`config.mk`:
```
export PLATFORM = sky130hd
export DESIGN_NAME = mem_stage_flat
export DESIGN_NICKNAME = d
export VERILOG_FILES = /design/src/rtl/mem_stage_if.sv /design/src/rtl/mem_stage.sv /design/src/flat_wrapper.sv
export SDC_FILE = /design/constraint.sdc
export NUM_CORES = 1
export LEC_CHECK = 0
export BUFFER_PORTS_ARGS = -buffer_cell sky130_fd_sc_hd__buf_2
export CAP_MARGIN = 20
export CORE_AREA = 2 2 135 137
export CTS_CLUSTER_DIAMETER = 60
export DETAILED_ROUTE_END_ITERATION = 12
export DIE_AREA = 0 0 137 139
export PLACE_DENSITY = 0.84
export SLEW_MARGIN = 20
export SYNTH_ARGS = -nofsm -noshare
export SYNTH_HDL_FRONTEND = slang
export SYNTH_SLANG_ARGS = --single-unit
```
`constraint.sdc`:
```
create_clock -name clock -period 5 [get_ports clock]
set_clock_uncertainty 0.2 [all_clocks]
set_input_delay 0.25 -clock clock [delete_from_list [all_inputs] [get_ports clock]]
set_output_delay 0.25 -clock clock [all_outputs]
set_load 0.005 [all_outputs]
```
`src/rtl/mem_stage_if.sv`:
```
// mem_stage_if: data-memory bus between the memory-access stage and the data memory.
//   master (stage side) : drives dm_address, dm_data_in, dm_access_size, dm_rw, dm_enable;
//                         samples dm_busy, dm_data_out.
//   slave  (memory side): the mirror image.
interface mem_stage_if;
    logic [31:0] dm_address;
    logic [31:0] dm_data_in;
    logic [1:0]  dm_access_size;
    logic        dm_rw;
    logic        dm_enable;
    logic        dm_busy;
    logic [31:0] dm_data_out;

    modport master (
        output dm_address, dm_data_in, dm_access_size, dm_rw, dm_enable,
        input  dm_busy, dm_data_out
    );

    modport slave (
        input  dm_address, dm_data_in, dm_access_size, dm_rw, dm_enable,
        output dm_busy, dm_data_out
    );
endinterface

```
`src/rtl/mem_stage.sv`:
```
// mem_stage: memory-access stage of the 5-stage MIPS pipeline (between X/M and M/W).
// Ports:
//   clock, reset_n         pipeline clock, asynchronous active-low reset
//   valid_in, insn_in,     X/M contents: valid flag, instruction, ALU result / address,
//   addr_in, store_data_in rB store value, destination register and write enable
//   rd_in, rwe_in
//   wb_data/wb_rd/wb_rwe   writeback result for the W->M store-data bypass
//   dm                     data-memory bus (enable/rw/busy handshake)
//   stall_out              freezes F/D, D/X and X/M while an access is outstanding
//   misaligned             one-cycle pulse for an unaligned LW/SW (no request is issued)
//   mw_*                   registered M/W outputs consumed by writeback
module mem_stage #(
    parameter logic [1:0] WORD_SIZE = 2'b00,
    parameter logic [1:0] BYTE_SIZE = 2'b11
) (
    input  logic        clock,
    input  logic        reset_n,
    input  logic        valid_in,
    input  logic [31:0] insn_in,
    input  logic [31:0] addr_in,
    input  logic [31:0] store_data_in,
    input  logic [4:0]  rd_in,
    input  logic        rwe_in,
    input  logic [31:0] wb_data,
    input  logic [4:0]  wb_rd,
    input  logic        wb_rwe,
    mem_stage_if.master dm,
    output logic        stall_out,
    output logic        misaligned,
    output logic        mw_valid,
    output logic [31:0] mw_insn,
    output logic [31:0] mw_o,
    output logic [31:0] mw_d,
    output logic [4:0]  mw_rd,
    output logic        mw_rwe
);
    localparam logic [5:0] OpLw  = 6'b100011;
    localparam logic [5:0] OpLb  = 6'b100000;
    localparam logic [5:0] OpLbu = 6'b100100;
    localparam logic [5:0] OpSw  = 6'b101011;
    localparam logic [5:0] OpSb  = 6'b101000;

    typedef enum logic [0:0] {StIdle, StWait} state_e;

    state_e      state_q, state_d;
    logic [31:0] addr_q, addr_d, insn_q, insn_d, sdata_q, sdata_d;
    logic [4:0]  rd_q, rd_d;
    logic        rwe_q, rwe_d;

    logic        mw_valid_d, mw_rwe_d;
    logic [31:0] mw_insn_d, mw_o_d, mw_d_d;
    logic [4:0]  mw_rd_d;

    function automatic logic is_load(input logic [5:0] op);
        return (op == OpLw) || (op == OpLb) || (op == OpLbu);
    endfunction

    function automatic logic is_store(input logic [5:0] op);
        return (op == OpSw) || (op == OpSb);
    endfunction

    function automatic logic is_byte(input logic [5:0] op);
        return (op == OpLb) || (op == OpLbu) || (op == OpSb);
    endfunction

    function automatic logic [31:0] load_ext(input logic [5:0] op, input logic [31:0] data);
        case (op)
            OpLw:    return data;
            OpLb:    return {{24{data[7]}}, data[7:0]};
            OpLbu:   return {24'h0, data[7:0]};
            default: return 32'h0;
        endcase
    endfunction

    logic [5:0]  op_in, op_q;
    logic        mem_op_in, misal_in, bypass;
    logic [31:0] store_src, sdata_in;

    assign op_in     = insn_in[31:26];
    assign op_q      = insn_q[31:26];
    assign mem_op_in = valid_in & (is_load(op_in) | is_store(op_in));
    assign misal_in  = mem_op_in & ((op_in == OpLw) | (op_in == OpSw)) & (addr_in[1:0] != 2'b00);
    // Bypass keys on the store's rt field, not rd_in.
    assign bypass    = wb_rwe & (wb_rd != 5'd0) & (wb_rd == insn_in[20:16]);
    assign store_src = bypass ? wb_data : store_data_in;
    assign sdata_in  = is_byte(op_in) ? {24'h0, store_src[7:0]} : store_src;

    always_comb begin
        state_d           = state_q;
        addr_d            = addr_q;
        insn_d            = insn_q;
        sdata_d           = sdata_q;
        rd_d              = rd_q;
        rwe_d             = rwe_q;
        dm.dm_enable      = 1'b0;
        dm.dm_address     = 32'h0;
        dm.dm_data_in     = 32'h0;
        dm.dm_access_size = WORD_SIZE;
        dm.dm_rw          = 1'b1;
        stall_out         = 1'b0;
        misaligned        = 1'b0;
        // Default is an M/W bubble; every completing path overwrites it.
        mw_valid_d        = 1'b0;
        mw_insn_d         = 32'h0;
        mw_o_d            = 32'h0;
        mw_d_d            = 32'h0;
        mw_rd_d           = 5'd0;
        mw_rwe_d          = 1'b0;

        unique case (state_q)
            StIdle: begin
                if (!mem_op_in) begin
                    mw_valid_d = valid_in;
                    mw_insn_d  = insn_in;
                    mw_o_d     = addr_in;
                    mw_rd_d    = rd_in;
                    mw_rwe_d   = rwe_in & valid_in;
                end else if (misal_in) begin
                    misaligned = 1'b1;
                    mw_valid_d = 1'b1;
                    mw_insn_d  = insn_in;
                    mw_o_d     = addr_in;
                    mw_rd_d    = rd_in;
                end else begin
                    dm.dm_enable      = 1'b1;
                    dm.dm_address     = addr_in;
                    dm.dm_rw          = is_load(op_in);
                    dm.dm_access_size = is_byte(op_in) ? BYTE_SIZE : WORD_SIZE;
                    dm.dm_data_in     = is_store(op_in) ? sdata_in : 32'h0;
                    if (dm.dm_busy) begin
                        stall_out = 1'b1;
                        state_d   = StWait;
                        addr_d    = addr_in;
                        insn_d    = insn_in;
                        sdata_d   = sdata_in;
                        rd_d      = rd_in;
                        rwe_d     = rwe_in;
                    end else begin
                        mw_valid_d = 1'b1;
                        mw_insn_d  = insn_in;
                        mw_o_d     = addr_in;
                        mw_d_d     = load_ext(op_in, dm.dm_data_out);
                        mw_rd_d    = rd_in;
                        mw_rwe_d   = is_load(op_in) & rwe_in;
                    end
                end
            end
            StWait: begin
                dm.dm_enable      = 1'b1;
                dm.dm_address     = addr_q;
                dm.dm_rw          = is_load(op_q);
                dm.dm_access_size = is_byte(op_q) ? BYTE_SIZE : WORD_SIZE;
                dm.dm_data_in     = is_store(op_q) ? sdata_q : 32'h0;
                // Drop stall in the completing cycle so X/M advances on the same edge.
                stall_out         = dm.dm_busy;
                if (!dm.dm_busy) begin
                    state_d    = StIdle;
                    mw_valid_d = 1'b1;
                    mw_insn_d  = insn_q;
                    mw_o_d     = addr_q;
                    mw_d_d     = load_ext(op_q, dm.dm_data_out);
                    mw_rd_d    = rd_q;
                    mw_rwe_d   = is_load(op_q) & rwe_q;
                end
            end
            default: state_d = StIdle;
        endcase

        // Outputs read as idle for the whole time reset is held, not just after the edge.
        if (!reset_n) begin
            dm.dm_enable      = 1'b0;
            dm.dm_address     = 32'h0;
            dm.dm_data_in     = 32'h0;
            dm.dm_access_size = WORD_SIZE;
            dm.dm_rw          = 1'b1;
            stall_out         = 1'b0;
            misaligned        = 1'b0;
        end
    end

    always_ff @(posedge clock or negedge reset_n) begin
        if (!reset_n) begin
            state_q  <= StIdle;
            addr_q   <= 32'h0;
            insn_q   <= 32'h0;
            sdata_q  <= 32'h0;
            rd_q     <= 5'd0;
            rwe_q    <= 1'b0;
            mw_valid <= 1'b0;
            mw_insn  <= 32'h0;
            mw_o     <= 32'h0;
            mw_d     <= 32'h0;
            mw_rd    <= 5'd0;
            mw_rwe   <= 1'b0;
        end else begin
            state_q  <= state_d;
            addr_q   <= addr_d;
            insn_q   <= insn_d;
            sdata_q  <= sdata_d;
            rd_q     <= rd_d;
            rwe_q    <= rwe_d;
            mw_valid <= mw_valid_d;
            mw_insn  <= mw_insn_d;
            mw_o     <= mw_o_d;
            mw_d     <= mw_d_d;
            mw_rd    <= mw_rd_d;
            mw_rwe   <= mw_rwe_d;
        end
    end
endmodule

```
`src/flat_wrapper.sv`:
```
// flat-port wrapper written by rule: the top's interface ports become plain ports
module mem_stage_flat 
#(
    parameter logic [1:0] WORD_SIZE = 2'b00,
    parameter logic [1:0] BYTE_SIZE = 2'b11
)
  (clock, reset_n, valid_in, insn_in, addr_in, store_data_in, rd_in, rwe_in, wb_data, wb_rd, wb_rwe, stall_out, misaligned, mw_valid, mw_insn, mw_o, mw_d, mw_rd, mw_rwe, dm_dm_address, dm_dm_data_in, dm_dm_access_size, dm_dm_rw, dm_dm_enable, dm_dm_busy, dm_dm_data_out);
  mem_stage_if dm_i ();
  input  logic clock;
  input  logic reset_n;
  input  logic valid_in;
  input  logic [31:0] insn_in;
  input  logic [31:0] addr_in;
  input  logic [31:0] store_data_in;
  input  logic [4:0] rd_in;
  input  logic rwe_in;
  input  logic [31:0] wb_data;
  input  logic [4:0] wb_rd;
  input  logic wb_rwe;
  output logic stall_out;
  output logic misaligned;
  output logic mw_valid;
  output logic [31:0] mw_insn;
  output logic [31:0] mw_o;
  output logic [31:0] mw_d;
  output logic [4:0] mw_rd;
  output logic mw_rwe;
  output wire logic [$bits(dm_i.dm_address)-1:0] dm_dm_address;
  output wire logic [$bits(dm_i.dm_data_in)-1:0] dm_dm_data_in;
  output wire logic [$bits(dm_i.dm_access_size)-1:0] dm_dm_access_size;
  output wire logic [$bits(dm_i.dm_rw)-1:0] dm_dm_rw;
  output wire logic [$bits(dm_i.dm_enable)-1:0] dm_dm_enable;
  input wire logic [$bits(dm_i.dm_busy)-1:0] dm_dm_busy;
  input wire logic [$bits(dm_i.dm_data_out)-1:0] dm_dm_data_out;
  assign dm_dm_address = dm_i.dm_address;
  assign dm_dm_data_in = dm_i.dm_data_in;
  assign dm_dm_access_size = dm_i.dm_access_size;
  assign dm_dm_rw = dm_i.dm_rw;
  assign dm_dm_enable = dm_i.dm_enable;
  assign dm_i.dm_busy = dm_dm_busy;
  assign dm_i.dm_data_out = dm_dm_data_out;
  mem_stage #(.WORD_SIZE(WORD_SIZE), .BYTE_SIZE(BYTE_SIZE)) u_core (.clock(clock), .reset_n(reset_n), .valid_in(valid_in), .insn_in(insn_in), .addr_in(addr_in), .store_data_in(store_data_in), .rd_in(rd_in), .rwe_in(rwe_in), .wb_data(wb_data), .wb_rd(wb_rd), .wb_rwe(wb_rwe), .dm(dm_i), .stall_out(stall_out), .misaligned(misaligned), .mw_valid(mw_valid), .mw_insn(mw_insn), .mw_o(mw_o), .mw_d(mw_d), .mw_rd(mw_rd), .mw_rwe(mw_rwe));
endmodule
```
==> reports/metrics.cfg, run 1 <==
[power_and_ir_drop]
powerDensity_nw_per_um2=314
p_clk_share_pct=40.3
netSwitchingFraction_pct=24.5
power.static_leakage_nw=6.43
power.share.sequential_pct=46.3
power.switching_mw=1.03
p_int_mw=3.18
comb_power_share_pct=13.5
max_ir_drop_vdd_mv=0.329

[worst_setup_path]
cp_data_required_time_ps=4550
timing_worst_setup_path_type=input pin to output port
worst_setup_path_end_kind=output port
crit_path_max_fanout=32
timing.critical_path.from_type=input pin
r2r_setup_slack_ps=2260
worst-endpoint-arrival_ps=3090

[global_routing]
grtUsageTotal_pct=30.3
globalRouteMet2Util_pct=52.1
met1_usage_pct=36.4
grt-ovfl-total=0
grt_start_max_net_pins=130
grt_pass1_vias=9089
grt_antenna_before_repair=1
globalRoute.busiestLayer=met2
met3_use_gr_pct=5.63
grt_first_pass_wirelength_um=46200

[sta]
worst-slew-pin-transition_ps=1080
unrepaired_setup_endpoints_after_global_routing=false
maxClockFrequency_mhz=282
setup_slack_ps=1460
timing.slew.headroom_pct=28.0
endpoints_failing_hold=0
final_min_period_over_clock_period_pct=70.9
worst_hold_slack_across_all_endpoints_ps=171
fin_setup_tns_ps=0
final-setup-viol-count=0
post-route-min-period_ps=3540
timing.final.max_slew_violations=0

[clock_tree]
cts_tree=done
cts_root_buf=sky130_fd_sc_hd__clkbuf_16
clock_insertion_delay_worst_skew_ps=500
post_cts_resize_count=0
clkSinkCount=206
clock_tree.buffer_depth=3
h-tree-depth=1
clk_pin_slew_worst_paths_ps=60
number_of_buffers_inserted_during_clock_tree_synthesis=22

[routing]
final_antenna_net_count=0
vias=8670
detail_route.iter0.violations=629
detail_route.vias_per_cell=5.70
detail_route.first_pass.iterations=8
wl_per_cell_um=19.3
number_of_drc_violations_after_detailed_routing=0
detail_route.wirelength_um=29400

[finish]
post-route-cell-area_um2=13400
layout-drive-gt1-share_pct=33.8
most-common-layout-cells=sky130_fd_sc_hd__buf_2 (347), sky130_fd_sc_hd__dfrtp_1 (206), sky130_fd_sc_hd__dlygate4sd3_1 (170)
finalNetCount=1453
area.growth.synth_to_final_pct=46.9
final_common_cell=sky130_fd_sc_hd__buf_2

[floorplan]
die_width_um=137
start_util_pct=51.7
fp.dieH_um=139
ioPinCount=349
row_count=49
design.die.area_um2=19000
core_um2=17700

[flow_run]
drv.max_cap_violation_count=0

[logic_synthesis]
post_synth_inst_count=792
syn-cell-area_um2=9130
synth.lib_cells_used.distinct=45
synth.yosys.seq_area_share_pct=56.4
syn_avg_cell_area_um2=11.5
syn_nets=968
synth-warning-count=0
ys_seq_elements=206

[placement]
final_weighted_congestion_of_routability_driven_global_placement=0.827
placement.setup.worst_slack_ps=2140
port-buffer-count=348
post_dp_cell_area_um2=11000
dp.final_hpwl_um=16200

[status]
run_status=complete, no violations

[worst_hold_path]
hp-class=input pin to asynchronous set/reset pin

## cell type report
type	count	area, um2
Sequential cell	206	5150
Fill cell	1055	4240
Clock buffer	30	621
Multi-Input combinational cell	514	3650
Clock inverter	9	135
Antenna cell	1	2.50
Tap cell	229	287
Inverter	2	7.51
Timing Repair Buffer	531	3560
## layer usage
metal	up-vias	part of all wire, %
li1	3834	-
met4	0	4.2
met2	520	51
met5	-	0
met1	4209	37
met3	107	7.5
## cells by family (layout without fill, tap and decap cells)
family                 Yosys count  count (layout)  synth area share, %
flip-flops                     206             206                 56.4
multiplexers                    98              98                 11.6
buffers and inverters           72             572                 4.00
AND/OR/NAND/NOR                156             156                 8.80
other                            0               1                    0
AO/OA/AOI/OAI                  256             256                 18.7
XOR/XNOR                         4               4                0.384
## synthesized netlist by cell type (all sizes together)
cell type	number	area share, %
or3	1	0.069
a21oi	50	2.7
nand3b	1	0.22
dfrtp	206	56
clkbuf	38	1.6
a211oi	1	0.14
a31oi	1	0.069
o311ai	1	0.096
mux2i	32	3.5
o2111ai	1	0.096
a21boi	1	0.082
or2	3	0.23
buf	32	2.4
and2	10	0.69
nand2b	5	0.34
inv	2	0.082
o21ai	68	3.7
xor2	3	0.29
xnor2	1	0.096
nor3	5	0.33
and4b	1	0.11
a22o	69	6.6
o22ai	25	1.7
nand2	76	3.1
nor2b	37	2.5
mux2	66	8.1
a2111oi	1	0.30
nand3	3	0.16
nand4	3	0.21
a22oi	32	2.6
o211ai	2	0.16
nor4	2	0.30
a211o	2	0.19
nor2	7	0.29
and3b	1	0.096
and4	1	0.096
o21a	2	0.16
## timing repair
| action | in CTS | in global routing |
|---|---|---|
| setup buffers | 0 | 0 |
| hold endpoints to repair | 307 | 0 |
| hold buffers | 170 | 0 |
## sequential cells by signal, summed over array words and instances (netlist names)
signal	count
u_core.rwe_q	1
u_core.state_q	1
u_core.mw_rd	5
u_core.sdata_q	32
u_core.mw_o	32
u_core.mw_insn	32
u_core.mw_rwe	1
u_core.insn_q	32
u_core.mw_valid	1
u_core.addr_q	32
u_core.rd_q	5
u_core.mw_d	32
## power groups by stage
stage / logic, mW / registers, mW / clock network, mW
2_1_floorplan: 0.229 / 1.95 / 0
3_3_place_gp: 0.424 / 1.95 / 0
3_5_place_dp: 0.442 / 1.97 / 0
4_1_cts: 0.551 / 1.94 / 1.72
5_1_grt: 0.621 / 1.96 / 1.80
6_report: 0.567 / 1.95 / 1.70
## critical path, stage by stage
cell	delay (ps)
sky130_fd_sc_hd__dlygate4sd3_1	540
sky130_fd_sc_hd__buf_2	150
sky130_fd_sc_hd__or2_2	270
sky130_fd_sc_hd__o21ai_0	130
sky130_fd_sc_hd__and4_2	930
sky130_fd_sc_hd__mux2i_1	250
sky130_fd_sc_hd__o21ai_0	360
sky130_fd_sc_hd__buf_2	190
## path summary, 6_finish.rpt
| check | endpoint | startpoint | depth (start not counted) |
|---|---|---|---|
| setup / recovery | dm_dm_data_in[16] | insn_in[20] | 8 |
| hold / removal | u_core.addr_q[2] | reset_n | 2 |
| setup reg to reg | u_core.mw_insn[23] | u_core.state_q | 4 |
| hold reg to reg | u_core.sdata_q[31] | u_core.sdata_q[31] | 2 |
| max in group asynchronous | u_core.sdata_q[14] | reset_n | 3 |
| min in group clock | u_core.sdata_q[31] | u_core.sdata_q[31] | 2 |
## metrics by stage
step | power (mW) | instances | utilization [%]
3_3_place_gp | 2.38 | 1312 | 62.1
2_1_floorplan | 2.17 | 792 | -
3_5_place_dp | 2.41 | 1312 | 62.1
5_1_grt | 4.38 | 1522 | 76.0
4_1_cts | 4.21 | 1521 | 76.0
6_report | 4.21 | 1522 | 76.0
Power figures use the tool's default switching activity.
==> run 2, diff against run 1 <==
Settings changed: CORE_AREA 2 2 135 137 to default, CORE_MARGIN from default to 1, CORE_UTILIZATION from default to 45, DIE_AREA 0 0 137 139 to default, PLACE_DENSITY 0.84 to 0.77.
Clock period 5 ns to 3 ns, I/O delays scaled along.
==> run 2 against run 1 <==
Net effect:
- critical path depth up 1
- largest cell class unchanged
- clock power grew 69%
- sequential cell count unchanged
- die area increased by 9.6%
- register-to-register slack lost 1600 ps
- global-route usage decreased by 3.5 points
- largest power group unchanged
==> reports/metrics.cfg, run 2 (same netlist as run 1, synthesis figures left out) <==
[sta]
final-setup-viol-count=0  ; unchanged
endpoints_failing_hold=0  ; unchanged
setup_slack_ps=124  ; -1330 ps
timing.final.max_slew_violations=0  ; unchanged
timing.slew.headroom_pct=37.7  ; +9.7 points
final_min_period_over_clock_period_pct=95.9
maxClockFrequency_mhz=348
unrepaired_setup_endpoints_after_global_routing=false
fin_setup_tns_ps=0  ; unchanged
post-route-min-period_ps=2880
worst-slew-pin-transition_ps=934  ; -143 ps

[clock_tree]
clk_pin_slew_worst_paths_ps=60  ; about the same
clock_insertion_delay_worst_skew_ps=500  ; about the same
cts_root_buf=sky130_fd_sc_hd__clkbuf_16
h-tree-depth=1  ; unchanged
clock_tree.buffer_depth=3  ; unchanged
post-cts-setup-buffer-count=0  ; unchanged
clkSinkCount=206  ; unchanged
cts_tree=done
number_of_buffers_inserted_during_clock_tree_synthesis=22  ; unchanged

[power_and_ir_drop]
total_power_mw=7.05  ; +68%
powerDensity_nw_per_um2=519  ; +65%
max_ir_drop_vdd_mv=0.464  ; +41%
p_clk_share_pct=40.7  ; +0.4 points
netSwitchingFraction_pct=24.1  ; -0.49 points
comb_power_share_pct=13.4  ; about the same
power.share.sequential_pct=45.9  ; -0.4 points
power.static_leakage_nw=6.50  ; +1.0%
power.switching_mw=1.70  ; +64%
p_int_mw=5.36  ; +69%

[worst_setup_path]
crit_path_max_fanout=32  ; unchanged
worst-r2r-cell-count=4  ; unchanged
timing.critical_path.cells=dlygate4sd3_1, buf_2, or2_2, o21ai_0, and4_2, buf_6, mux2i_1, o21ai_0, buf_2
timing.rr.end=u_core.mw_insn[23]
r2r_setup_slack_ps=700  ; -1560 ps
timing_worst_setup_path_type=input pin to output port
cp_slowest_cell=sky130_fd_sc_hd__dlygate4sd3_1
cp_data_required_time_ps=2650  ; -1900 ps
timing.critical_path.from_type=input pin
critPathMaxStageDelay_ps=540  ; -390 ps
r2r_start=u_core.state_q
worst-endpoint-arrival_ps=2530  ; -560 ps
worst_setup_path_end_kind=output port

[placement]
port-buffer-count=348  ; unchanged
final_weighted_congestion_of_routability_driven_global_placement=0.803  ; -2.9%
placed_cells=1357  ; +3.4%
placement.setup.worst_slack_ps=470  ; -1670 ps
dp.final_hpwl_um=16200  ; about the same

[routing]
detail_route.first_pass.iterations=5  ; -3
detail_route.wirelength_um=28500  ; -3.0%
number_of_drc_violations_after_detailed_routing=0  ; unchanged
detail_route.vias_per_cell=5.45  ; -4.4%
vias=8549  ; -1.4%
detail_route.iter0.violations=563  ; -10%
wl_per_cell_um=18.2  ; -5.9%
final_antenna_net_count=0  ; unchanged

[flow_run]
drv.max_cap_violation_count=0  ; unchanged

[finish]
layout-drive-gt1-share_pct=34.4  ; +0.56 points
multiInputGateArea_um2=3650  ; +0.17%
finalNetCount=1463  ; +0.69%
most-common-layout-cells=sky130_fd_sc_hd__buf_2 (347), sky130_fd_sc_hd__dfrtp_1 (206), sky130_fd_sc_hd__dlygate4sd3_1 (170)
fin_util_pct=69.2  ; -6.8 points
final_common_cell=sky130_fd_sc_hd__buf_2
layout.cells.non_filler=1570  ; +3.2%
area.growth.synth_to_final_pct=48.9
layout.filler_cells=1369  ; +30%
area.sequential_um2=5150  ; unchanged

[floorplan]
start_util_pct=46.5  ; -5.3 points
die_width_um=144  ; +5.4%
core_um2=19700  ; +11%
fp.dieH_um=144  ; +3.9%
ioPinCount=349  ; unchanged
row_count=51  ; +4.1%
design.die.area_um2=20900  ; +9.6%

[global_routing]
grt_antenna_before_repair=2  ; +1
grt_pass1_vias=8599  ; -5.4%
grt_first_pass_wirelength_um=43600  ; -5.7%
grtUsageTotal_pct=26.7  ; -3.5 points
grt-ovfl-total=0  ; unchanged
grt_start_max_net_pins=85  ; -35%

[worst_hold_path]
hp-class=input pin to asynchronous set/reset pin

[status]
run_status=complete, no violations

run 2: power by group through the flow:
stage | sequential, mW | clock (mW) | combinational, mW
detailed placement | 3.27 | 0 | 0.745
global route | 3.26 | 3.03 | 1.04
global placement | 3.25 | 0 | 0.714
floorplan | 3.24 | 0 | 0.381
CTS | 3.23 | 2.91 | 0.932
finish | 3.24 | 2.87 | 0.947
run 2: layout make-up:
class	instances	area share (%)
repair buffers	541	27.0
diodes	2	0.0368
clock inverters	8	0.957
flip-flops and latches	206	37.9
inverters	2	0.0552
well taps	265	2.44
clock buffers	32	4.78
multi-input cells	514	26.9
run 2: per-layer routing:
layer / wire length [um] / vias to the layer above / track usage (%)
li1: - / 3862 / -
met1: 10800 / 4166 / 30.8
met2: 14400 / 414 / 47.1
met3: 2050 / 107 / 5.60
met4: 1250 / 0 / 12.9
met5: 0 / - / 0
run 2: metrics by stage:
| step | hold WS, ps | area (um2) |
|---|---|---|
| 5_1_grt | 99.6 | 13600 |
| 3_3_place_gp | -118 | 11100 |
| 6_report | 71.9 | 13600 |
| 4_1_cts | 81.5 | 13600 |
| 3_5_place_dp | -115 | 11100 |
| 2_1_floorplan | -346 | 9130 |
run 2: what timing repair did:
item | 4_1_cts | 5_1_grt
hold buffers | 171 | 0
endpoints found under the hold margin | 387 | 0
resized for setup | 0 | 3
setup endpoints to repair | 0 | 25
run 2: worst max path at each step:
stage / depth (start not counted) / slack, ps / from / to
3_3_place_gp: 6 / 550 / insn_in[31] / u_core.addr_q[28]
3_5_place_dp: 6 / 470 / insn_in[31] / u_core.addr_q[29]
6_report: 9 / 120 / insn_in[20] / dm_dm_data_in[31]
4_1_cts: 9 / 90 / insn_in[20] / dm_dm_data_in[31]
2_1_floorplan: 6 / 1010 / u_core.insn_q[30] / dm_dm_data_in[10]
5_1_grt: 9 / 30 / insn_in[30] / dm_dm_address[28]
run 2: worst max-delay path: cells and delay by family:
kind / cells / cell delay (ps)
AOI/OAI and AO/OA: 2 / 310
buffers and inverters: 4 / 1190
muxes: 1 / 340
and+or+nand+nor: 2 / 530
